[config.mk]
export PLATFORM = sky130hd
export DESIGN_NAME = mem_port_ctrl
export DESIGN_NICKNAME = d
export VERILOG_FILES = /design/src/rtl/mem_port_ctrl_pkg.sv /design/src/rtl/mem_port_ctrl_stall_merge.sv /design/src/rtl/mem_port_ctrl.sv
export SDC_FILE = /design/constraint.sdc
export NUM_CORES = 1
export LEC_CHECK = 0
export CAP_MARGIN = 30
export CORE_AREA = 2 2 111 113
export CTS_CLUSTER_SIZE = 10
export DETAILED_ROUTE_END_ITERATION = 12
export DIE_AREA = 0 0 113 115
export DONT_BUFFER_PORTS = 1
export PLACE_DENSITY = 0.69
export SYNTH_ARGS = -nofsm -noshare
export SYNTH_HDL_FRONTEND = slang
export SYNTH_SLANG_ARGS = --single-unit
export TNS_END_PERCENT = 20
[constraint.sdc]
create_clock -name clk -period 6.9 [get_ports clk]
set_input_delay 1.38 -clock clk [delete_from_list [all_inputs] [get_ports clk]]
set_output_delay 1.38 -clock clk [all_outputs]
set_load 0.02 [all_outputs]
[src/rtl/mem_port_ctrl_pkg.sv]
// rtl/mem_port_ctrl_pkg.sv - shared types and stall patterns for the memory port controller
package mem_port_ctrl_pkg;

   typedef enum logic [1:0] {
      MPC_IDLE = 2'd0,
      MPC_IF   = 2'd1,
      MPC_MEM  = 2'd2,
      MPC_DONE = 2'd3
   } mpc_state_t;

   // Bit order: [0]pc [1]if [2]id [3]ex [4]mem [5]wb; each stage freezes everything upstream of it.
   localparam logic [5:0] STALL_NONE = 6'b000000;
   localparam logic [5:0] STALL_IF   = 6'b000011;
   localparam logic [5:0] STALL_ID   = 6'b000111;
   localparam logic [5:0] STALL_EX   = 6'b001111;
   localparam logic [5:0] STALL_MEM  = 6'b011111;

endpackage

[src/rtl/mem_port_ctrl_stall_merge.sv]
// rtl/mem_port_ctrl_stall_merge.sv - priority merge of pipeline stall sources
// The deepest stalled stage wins so ex_mem never sees the bubble pattern for a MEM-side wait.
module mem_port_ctrl_stall_merge
   import mem_port_ctrl_pkg::*;
(
   input  logic       mem_pend,
   input  logic       ex_req,
   input  logic       id_req,
   input  logic       if_pend,
   output logic [5:0] stall
);

   always_comb begin
      stall = STALL_NONE;
      if (mem_pend)
         stall = STALL_MEM;
      else if (ex_req)
         stall = STALL_EX;
      else if (id_req)
         stall = STALL_ID;
      else if (if_pend)
         stall = STALL_IF;
   end

endmodule

[src/rtl/mem_port_ctrl.sv]
// rtl/mem_port_ctrl.sv - arbitrates IF and MEM onto one external bus and builds the stall vector
// MEM wins on a tie; a granted transaction always runs to ack or timeout before the next grant.
module mem_port_ctrl
   import mem_port_ctrl_pkg::*;
#(
   parameter int TIMEOUT = 64,
   parameter int CNT_W   = 7
) (
   input  logic        clk,
   input  logic        rst,
   input  logic        if_req,
   input  logic [31:0] if_addr,
   output logic [31:0] if_rdata,
   output logic        if_done,
   input  logic        mem_req,
   input  logic        mem_we,
   input  logic [31:0] mem_addr,
   input  logic [31:0] mem_wdata,
   input  logic [3:0]  mem_sel,
   output logic [31:0] mem_rdata,
   output logic        mem_done,
   input  logic        stallreq_id,
   input  logic        stallreq_ex,
   output logic [5:0]  stall,
   output logic        bus_req,
   output logic        bus_we,
   output logic [31:0] bus_addr,
   output logic [31:0] bus_wdata,
   output logic [3:0]  bus_sel,
   input  logic        bus_ack,
   input  logic [31:0] bus_rdata,
   output logic        bus_err
);

   mpc_state_t       state;
   mpc_state_t       state_nxt;
   logic [CNT_W-1:0] cnt;
   logic             owner_mem;
   logic             aborted;
   logic             timeout_hit;

   assign timeout_hit = (TIMEOUT != 0) && (cnt == CNT_W'(TIMEOUT - 1));

   always_ff @(posedge clk or posedge rst) begin
      if (rst)
         state <= MPC_IDLE;
      else
         state <= state_nxt;
   end

   always_comb begin
      state_nxt = state;
      case (state)
         MPC_IDLE: begin
            if (mem_req)
               state_nxt = MPC_MEM;
            else if (if_req)
               state_nxt = MPC_IF;
         end
         MPC_IF, MPC_MEM: begin
            if (bus_ack || timeout_hit)
               state_nxt = MPC_DONE;
         end
         default: state_nxt = MPC_IDLE;
      endcase
   end

   // Outputs decode straight from the state register, so reset clears them without a clock.
   always_comb begin
      bus_req  = (state == MPC_IF) || (state == MPC_MEM);
      if_done  = (state == MPC_DONE) && !owner_mem;
      mem_done = (state == MPC_DONE) && owner_mem;
      bus_err  = (state == MPC_DONE) && aborted;
   end

   always_ff @(posedge clk or posedge rst) begin
      if (rst) begin
         bus_we    <= 1'b0;
         bus_addr  <= 32'h0;
         bus_wdata <= 32'h0;
         bus_sel   <= 4'h0;
         if_rdata  <= 32'h0;
         mem_rdata <= 32'h0;
         cnt       <= '0;
         owner_mem <= 1'b0;
         aborted   <= 1'b0;
      end else begin
         case (state)
            MPC_IDLE: begin
               cnt     <= '0;
               aborted <= 1'b0;
               if (mem_req) begin
                  owner_mem <= 1'b1;
                  bus_we    <= mem_we;
                  bus_addr  <= mem_addr;
                  bus_wdata <= mem_wdata;
                  bus_sel   <= mem_sel;
               end else if (if_req) begin
                  owner_mem <= 1'b0;
                  bus_we    <= 1'b0;
                  bus_addr  <= if_addr;
                  bus_wdata <= 32'h0;
                  bus_sel   <= 4'hF;
               end
            end
            MPC_IF, MPC_MEM: begin
               // An ack on the final timeout cycle still completes normally.
               if (bus_ack) begin
                  cnt <= '0;
                  if (owner_mem)
                     mem_rdata <= bus_rdata;
                  else
                     if_rdata <= bus_rdata;
               end else if (timeout_hit) begin
                  cnt     <= '0;
                  aborted <= 1'b1;
                  if (owner_mem)
                     mem_rdata <= 32'h0;
                  else
                     if_rdata <= 32'h0;
               end else begin
                  cnt <= cnt + CNT_W'(1);
               end
            end
            default: ;
         endcase
      end
   end

   mem_port_ctrl_stall_merge u_stall_merge (
      .mem_pend (mem_req && !mem_done),
      .ex_req   (stallreq_ex),
      .id_req   (stallreq_id),
      .if_pend  (if_req && !if_done),
      .stall    (stall)
   );

endmodule

Word level (Yosys, flattened, before mapping) --
Cells that the tools add are included.
Storage, ports and cells: flip-flop bits (word level) 144, output and inout bits 143, word-level logic and storage cells 71
Operators by class: add/sub/neg operators 1, equality and inequality tests 8, mux-type cells 31, bitwise gates (word level) 1, reductions and logical operators 20
Operators by type and width (count):
- 32-bit 2-to-1 mux | 12
- 6-bit 2-to-1 mux | 3
- 7-bit 2-to-1 mux | 2
- 7-bit case mux with 2 select lines | 1
- 3-bit AND reduction | 3
- 2-bit 2-to-1 mux | 4
- 4-bit 2-to-1 mux | 2
- 7-bit by 1-bit adder with 7-bit output (second input constant) | 1
- 7-bit by 6-bit equality test with 1-bit output (second input constant) | 1
- 2-bit != test (second input constant) | 3
- 2-bit nonzero test | 3
- 1-bit logical AND | 5
- 1-bit 2-to-1 mux | 5
- 2-bit equality test (second input constant) | 2
- 2-bit case mux with 2 select lines | 1
- 2-bit AND reduction | 2
- 1-bit logical NOT | 3
- 3-bit != test (second input constant) | 1
- 2-bit by 1-bit equality test with 1-bit output (second input constant) | 1
- 2-bit logical NOT | 1
- 1-bit logical OR | 2
- 1-bit case mux with 2 select lines | 1
- 2-bit OR reduction | 1
- 1-bit inverter | 1

Logic depth before layout (Yosys ltp) --
Gate-level depths: netlist of run 1.
word-level depth 8, mapped depth 7, depth with buffers taken out 6

Cells and area by module --
A second synthesis of run 1 with hierarchy kept.
Second synthesis, totals: cells, all modules 455, area total of the unflattened synthesis 5858.1 sq um
Modules (own cells, without submodules):
- mem_port_ctrl | instances 1, cells each 448, area each 5811.8 sq um
- mem_port_ctrl_stall_merge | instances 1, cells each 7, area each 46.3 sq um

Least setup slack after synthesis of run 1 --
No wires, ideal clock.
path kind input-to-output, from input mem_req, to output stall[1], data arrival time 2.236 ns, slack 3.284 ns, stages 5, buffers on the path 3, cells stage by stage buf_4 > buf_2 > o22ai_1 > nand2_1 > buf_4
Between the ends: longest elaborated chain between the ends 2
RTL lines:
- start: declaration | line mem_port_ctrl.sv:15 | input logic mem_req,
- 1-bit logical AND | line mem_port_ctrl.sv:131 | .mem_pend (mem_req && !mem_done),
- 6-bit 2-to-1 mux | line mem_port_ctrl_stall_merge.sv:15 | if (mem_pend)
- end: declaration | line mem_port_ctrl.sv:24 | output logic [5:0] stall,
Every way passes these cells.

Worst setup path in the final report of run 1 --
from register state[0], to output stall[0]
Between the ends: longest elaborated chain between the ends 8, elaborated cells on any way between the ends 11, classes of those cells eq/ne (1); mux (4); reduce/logical (6)
RTL lines:
- start: declaration | line mem_port_ctrl.sv:35 | mpc_state_t state;
- start signal: assignment | line mem_port_ctrl.sv:48 | state <= state_nxt;
- 2-bit equality test | line mem_port_ctrl.sv:71 | if_done = (state == MPC_DONE) && !owner_mem;
- 1-bit logical AND | line mem_port_ctrl.sv:71
- via if_done | line mem_port_ctrl.sv:14 | output logic if_done,
- 1-bit logical NOT | line mem_port_ctrl.sv:134 | .if_pend (if_req && !if_done),
- 1-bit logical AND | line mem_port_ctrl.sv:134
- 2-bit 2-to-1 mux | line mem_port_ctrl_stall_merge.sv:21 | else if (if_pend)
- 6-bit 2-to-1 mux | line mem_port_ctrl_stall_merge.sv:19 | else if (id_req)
- 6-bit 2-to-1 mux | line mem_port_ctrl_stall_merge.sv:17 | else if (ex_req)
- 6-bit 2-to-1 mux | line mem_port_ctrl_stall_merge.sv:15
The timed path passes the listed nets, and every way through them passes these cells.

==> out/summary.md, run 1 <==
Status
* complete, but fails checks — status
* design-rule violations — failing checks

Route
* met4 — uppermost metal layer occupied by signal nets
* 8 — detailed-routing iteration count for the pre-antenna-repair pass
* 372 — First DRT Iteration DRCs
* 22.56 um — routed wirelength normalized by instance count
* 13580 um — routed wire length
* 5078 um — met1 layer wirelength in the final routing
* 6722 um — met2 WL
* 3631 — via total after detailed routing
* 18 — Residual DRC
* 0 — Routed Antenna Nets
* 1436 um — routed wire length on met3
* 6.032 — vias per inst

Finish
* 602 — non-filler instance count after layout
* 10.55% — layout cell share with drive strength beyond 1
* 11.39% — area growth from synthesis to layout
* 0 — number of inserted diodes
* 6450 um^2 — final design area excluding fillers
* 586 — Final Net Count

STA
* 0 ns — Final TNS setup
* 0.008946 ns — Clock Skews
* 0 — max-slew violation count
* 0.9180 ns — actual transition at the worst max-transition pin
* 269.2 MHz — Highest Clock Rate
* 0 — Final setup viols
* 3.714 ns — Final min period
* no — setup repair after global routing missed its margin
* 0 — total count of hold-check failures in the final report
* 53.83% — ratio of final minimum period to clock period
* 38.51% — normalized max-slew margin

Die
* 283 — count of boundary I/O pins
* 13000 um^2 — die area
* 40 — Site Rows
* 49.03% — starting utilization of the core area
* 115 um — Die Height
* 11810 um^2 — total core area
* 113 um — die width

Synth
* 62.23% — post-synthesis sequential area ratio
* 12.75 um^2 — average cell area after synthesis
* 5791 um^2 — summed instance area of the synthesized netlist
* 597 — Post-Syn Nets
* 100.0% — async set-reset flop share out of synthesis
* sky130_fd_sc_hd__dfrtp_1 — Synth Flop Type
* 144 — Synth Register Bits
* 0 — count of synthesis-stage warnings from yosys
* 0 — Post-synth EDFFs
* 454 — post-synthesis instance total
* 40 — distinct cell type count after synthesis

Power
* 0.0002376 V — largest vdd supply drop
* 575.1 nW/um^2 — Cell Pwr Density
* 3.090 nW — standby leakage power

Worst setup path
* 2.33 ns — arrival time of data at the critical path endpoint
* 5.52 ns — required time of the critical path
* stall[0] — timing endpoint of the critical path
* reg -> out — classification of the worst setup path
* 0.54 ns — Slowest Stage Delay on Critical Path
* ha_1, nor2b_1, nor2b_1, o22ai_1, nand2_1 — critical-path cell list
* flip-flop — element type at the critical path start
* 19 — CP Max Fanout
* state[0] — reg2reg start
* state[0] — crit path from
* 4.81 ns — setup slack of the worst register-to-register path
* if_rdata[17] — capture point of the worst reg-to-reg path
* sky130_fd_sc_hd__nor2b_1 — Most Frequent Cell on Critical Path
* 6 — cell depth of the worst flop-to-flop path
* sky130_fd_sc_hd__ha_1 — Critical-path top delay cell
* output pin — endpoint type of the worst setup path

Place
* 5853 um^2 — total placed instance area
* 571 — Inst Count DP
* 9477 um — final HPWL from detailed placement
* 0 — buffers added on ports
* 0.7586 — last weighted congestion value of the routability-driven placer

Clocking
* 0.05 ns — Clk pin slew, worst setup/hold paths
* 0 — setup bufs post-CTS
* 0.41 ns — source-to-sink clock delay at the later pin of the worst-skew pair
* 4 — Clock H-tree levels
* built — clock tree from TritonCTS
* 2 — worst-case clock buffer depth
* 0 — total of hold buffers inserted after clock tree synthesis
* 0 — post_cts resized
* 17 — CTS buffer count
* 144 — clock sink count
* sky130_fd_sc_hd__clkbuf_16 — library cell used as clock root buffer

GRT
* 0 — residual overflow from global routing
* 0 — number of antenna violations at the first check in global routing
* 20.77% — global-route usage over all layers
* 98 — maximum number of pins on one net before global-route repair
* 3795 — vias in the first global route
* 20640 um — global-route wire length before repair

Min path
* reg -> reg — worst hold path type

Run
* 0 — max cap viols

## flip-flops by register name, indices dropped and copies added, names as in the netlist
name and cells:
aborted 1, bus_wdata 32, owner_mem 1, cnt 7, if_rdata 32, bus_sel 4, bus_we 1, mem_rdata 32
bus_addr 32, state 2
## cells in the mapped netlist (6+ instances only)
library cell | n | share of area (%)
sky130_fd_sc_hd__dfrtp_1 | 144 | 62
sky130_fd_sc_hd__inv_1 | 7 | 0.45
sky130_fd_sc_hd__clkbuf_1 | 9 | 0.58
sky130_fd_sc_hd__o21ai_0 | 27 | 2.3
sky130_fd_sc_hd__buf_4 | 6 | 0.78
sky130_fd_sc_hd__a22o_1 | 97 | 15
sky130_fd_sc_hd__buf_2 | 16 | 1.4
sky130_fd_sc_hd__o21ai_1 | 11 | 0.95
sky130_fd_sc_hd__buf_6 | 6 | 1.2
sky130_fd_sc_hd__nor2_1 | 7 | 0.45
sky130_fd_sc_hd__mux2i_1 | 32 | 5.5
sky130_fd_sc_hd__a21oi_1 | 6 | 0.52
sky130_fd_sc_hd__nand2_1 | 44 | 2.9
## worst max-delay path: cells and delay by family, from the launching register on
family / cells / cell delay (ns)
flops: 1 / 0.37
compound gates: 1 / 0.14
simple gates: 3 / 0.87
fa+ha+maj: 1 / 0.54
## report_power, final
| part | switching, mW | leakage (nW) | internal [mW] |
|---|---|---|---|
| Sequential | 0.737 | 1.81 | 1.22 |
| Clock | 0.331 | 0.287 | 0.586 |
| Combinational | 0.444 | 0.997 | 0.395 |
## per-stage QoR
step	util [%]	hold slack (ns)	setup WS, ns	power (mW)
floorplan	-	0.4518	1.654	2.589
global placement	49.09	0.4723	3.622	2.743
detailed placement	49.56	0.4749	3.612	2.803
CTS	54.61	0.4874	3.171	3.737
global route	54.61	0.5173	2.995	3.918
finish	54.61	0.4844	3.186	3.709
## kinds of logic (layout without fill, tap and decap cells)
family / count (synthesis) / after routing / synth area share [%]
compound gates: 155 / 155 / 20.87
flops: 144 / 144 / 62.23
simple gates: 74 / 74 / 6.029
buf+inv: 44 / 45 / 4.365
mux: 33 / 33 / 5.791
fa+ha+maj: 3 / 3 / 0.6483
other cells: 1 / 1 / 0.06476
## how the worst min path moves through the flow
stage                        end  depth (start not counted)   start
after floorplan           cnt[6]                          1  cnt[6]
after global placement    cnt[6]                          1  cnt[6]
after detailed placement  cnt[6]                          1  cnt[6]
after CTS                 cnt[6]                          1  cnt[6]
after global routing      cnt[6]                          1  cnt[6]
final                     cnt[6]                          1  cnt[6]
## cells in the final DEF (no fill, tap or decap), types with 4 or more instances in the layout
| cell type | synthesis | routed |
|---|---|---|
| sky130_fd_sc_hd__dfrtp_1 | 144 | 144 |
| sky130_fd_sc_hd__a22o_1 | 97 | 97 |
| sky130_fd_sc_hd__nand2_1 | 44 | 44 |
| sky130_fd_sc_hd__mux2i_1 | 32 | 32 |
| sky130_fd_sc_hd__o21ai_0 | 27 | 27 |
| sky130_fd_sc_hd__clkbuf_16 | 0 | 17 |
| sky130_fd_sc_hd__o21ai_1 | 11 | 11 |
| sky130_fd_sc_hd__nor2_1 | 7 | 7 |
| sky130_fd_sc_hd__inv_1 | 7 | 6 |
| sky130_fd_sc_hd__a21oi_1 | 6 | 6 |
| sky130_fd_sc_hd__buf_4 | 6 | 5 |
| sky130_fd_sc_hd__o22a_1 | 4 | 4 |
| sky130_fd_sc_hd__nand2b_1 | 4 | 4 |
## cell type report
| cell class | count | area [um^2] |
|---|---|---|
| Multi-Input combinational cell | 266 | 1942 |
| Fill cell | 997 | 5361 |
| Tap cell | 147 | 183.9 |
| Sequential cell | 144 | 3603 |
| Timing Repair Buffer | 7 | 92.59 |
| Clock inverter | 9 | 132.6 |
| Clock buffer | 22 | 464.2 |
| Inverter | 7 | 31.28 |
## per-layer routing
metal	up-vias	track usage (%)
li1	1627	-
met1	1767	24.57
met2	209	33.61
met3	28	8.645
met4	0	9.024
met5	-	0
No activity file was read; power rests on OpenSTA's default activity.
==> run 2: changes to the inputs <==
- CORE_AREA: 2 2 111 113 -> 2 2 110 112
- DIE_AREA: 0 0 113 115 -> 0 0 112 114
- PLACE_DENSITY: 0.69 -> 0.73
- clock period: 6.9 -> 3.1 ns (I/O delays scaled with it)
==> run 2 against run 1 <==
The flow now finishes without violations; die area is 1.7% lower; clock skew is 0.0029 ns lower; via count is 1.8% higher; non-clock buffer count stayed put; sequential cell count stayed put; worst setup slack worse by 2.6 ns; largest power group unchanged; global-route usage is 0.50 points lower; design area is 0.16% lower; register-to-register slack worse by 3.8 ns.
==> out/summary.md, run 2 (same netlist as run 1, synthesis figures left out) <==
Worst setup path
* 3 — CP Max Fanout, -16
* 2.48 ns — required time of the critical path, -3.04 ns
* 0.41 ns — Slowest Stage Delay on Critical Path, -0.13 ns
* output pin — endpoint type of the worst setup path
* flip-flop — element type at the critical path start
* 0 — Crit path buffers/inverters, unchanged
* reg -> out — classification of the worst setup path
* sky130_fd_sc_hd__nor2b_1 — Critical-path top delay cell
* sky130_fd_sc_hd__nor2b_1 — Most Frequent Cell on Critical Path
* 1.86 ns — arrival time of data at the critical path endpoint, -0.47 ns
* simple AND/OR/NAND/NOR gates — cell class contributing the biggest share of worst-path delay
* ha_1, nor2b_1, nor2b_1, o22ai_1, nand2_1 — critical-path cell list

GRT
* 0 — number of antenna violations at the first check in global routing, unchanged
* 20270 um — global-route wire length before repair, -1.8%
* 3710 — vias in the first global route, -2.2%
* 0 — residual overflow from global routing, unchanged
* 145 — maximum number of pins on one net before global-route repair, +48%
* 20.28% — global-route usage over all layers, -0.50 points

Clocking
* 2 — worst-case clock buffer depth, unchanged
* 0 — setup bufs post-CTS, unchanged
* 0 — total of hold buffers inserted after clock tree synthesis, unchanged
* 17 — CTS buffer count, unchanged
* 4 — Clock H-tree levels, unchanged
* 0.41 ns — source-to-sink clock delay at the later pin of the worst-skew pair, about the same
* sky130_fd_sc_hd__clkbuf_16 — library cell used as clock root buffer
* 0.06 ns — Clk pin slew, worst setup/hold paths, about the same
* 0 — post_cts resized, unchanged
* 144 — clock sink count, unchanged
* built — clock tree from TritonCTS

STA
* 403.5 MHz — Highest Clock Rate
* 0.8909 ns — actual transition at the worst max-transition pin, -0.02714 ns
* 0 ns — Final TNS setup, unchanged
* 0 — max-slew violation count, unchanged
* 0 — Final setup viols, unchanged
* 0.3032 ns — worst hold-check slack, -0.1811 ns
* 0.6219 ns — worst setup slack after layout, -2.564 ns
* 40.33% — normalized max-slew margin, +1.8 points
* 0 — total count of hold-check failures in the final report, unchanged
* 0.006032 ns — Clock Skews, -0.002914 ns
* no — setup repair after global routing missed its margin
* 2.478 ns — Final min period
* 79.94% — ratio of final minimum period to clock period

Place
* 9014 um — final HPWL from detailed placement, -4.9%
* 0 — buffers added on ports, unchanged
* 1.030 ns — Post-Place Setup Slack, -2.582 ns
* 0.7771 — last weighted congestion value of the routability-driven placer, +2.4%

Finish
* 586 — Final Net Count, unchanged
* 3603 um^2 — FF+latch area, unchanged
* 10.79% — layout cell share with drive strength beyond 1, +0.24 points
* sky130_fd_sc_hd__dfrtp_1 (144), sky130_fd_sc_hd__a22o_1 (97), sky130_fd_sc_hd__nand2_1 (44) — top library cells by usage in the layout, fill and taps aside
* sky130_fd_sc_hd__dfrtp_1 — most common cell after layout, fill and taps aside
* 0 — number of inserted diodes, unchanged
* 11.21% — area growth from synthesis to layout
* 1942 um^2 — multi-input gate area in the final layout, unchanged
* 981 — fill cell total of the finished layout, -1.6%

Power
* 3.087 nW — standby leakage power, -0.11%
* 0.0006672 V — largest vdd supply drop, +180%
* 1279 nW/um^2 — Cell Pwr Density, +120%
* 8.236 mW — Total Power, +120%

Die
* 112 um — die width, -0.88%
* 49.44% — starting utilization of the core area, +0.42 points
* 114 um — Die Height, -0.87%
* 12770 um^2 — die area, -1.7%
* 11710 um^2 — total core area, -0.85%
* 40 — Site Rows, unchanged
* 283 — count of boundary I/O pins, unchanged

Route
* 0 — Routed Antenna Nets, unchanged
* 6.150 — vias per inst, +2.0%
* 13200 um — routed wire length, -2.8%
* 318 — First DRT Iteration DRCs, -15%
* 4 — detailed-routing iteration count for the pre-antenna-repair pass, -4
* 0 — Residual DRC, -18
* 3696 — via total after detailed routing, +1.8%
* 21.96 um — routed wirelength normalized by instance count, -2.6%

Status
* finished clean — status

Min path
* in -> async — worst hold path type

Run
* 0 — max cap viols, unchanged

-- run 2: changes by cell type in the layout (fill, tap and decap cells not counted), sizes merged --
cell | previous run | this run
clkbuf | 22 | 21
clkinvlp | 2 | 3
inv | 8 | 7
-- run 2: worst register-to-register path: stages (launching register included) --
cell and delay, ns:
sky130_fd_sc_hd__dfrtp_1 0.37, sky130_fd_sc_hd__inv_1 0.06, sky130_fd_sc_hd__ha_1 0.61, sky130_fd_sc_hd__nor2b_2 0.27, sky130_fd_sc_hd__and2_1 0.13, sky130_fd_sc_hd__buf_4 0.33, sky130_fd_sc_hd__a22o_1 0.24
-- run 2: cell type report --
cell class / instances / area share, %
flip-flops and latches: 144 / 55.95
inverters: 7 / 0.4663
repair buffers: 7 / 1.205
well taps: 147 / 2.856
multi-input cells: 266 / 30.15
clock inverters: 9 / 2.059
clock buffers: 21 / 7.305
-- run 2: metal layers --
| metal | global-route usage, % | share of wire [%] |
|---|---|---|
| met2 | 31.88 | 49 |
| met5 | 0 | 0 |
| met1 | 24.59 | 38 |
| met4 | 8.211 | 1.6 |
| met3 | 9.139 | 12 |
-- run 2: path summary, 6_finish.rpt --
kind                               start  slack [ns]  cells after the start            end
max in group asynchronous            rst        2.26                      2   bus_addr[22]
hold reg to reg                   cnt[6]        0.48                      1         cnt[6]
setup reg to reg                state[0]        1.01                      6   if_rdata[17]
setup / recovery                state[0]        0.62                      5       stall[0]
hold / removal                       rst        0.30                      2  bus_wdata[25]
min in group clk           bus_rdata[27]        0.35                      1   if_rdata[27]
-- run 2: power by group --
part           total (mW)  internal, mW  switching [mW]
sequential           4.31          2.71            1.60
combinational        1.87         0.880           0.989
clock                2.06          1.32           0.736
-- run 2: per-stage QoR --
stage | std cells | instance area [um^2] | utilization [%]
5_1_grt | 601 | 6440 | 54.99
6_report | 601 | 6440 | 54.99
3_5_place_dp | 571 | 5837 | 49.84
2_1_floorplan | 454 | 5794 | -
3_3_place_gp | 571 | 5837 | 49.84
4_1_cts | 601 | 6440 | 54.99
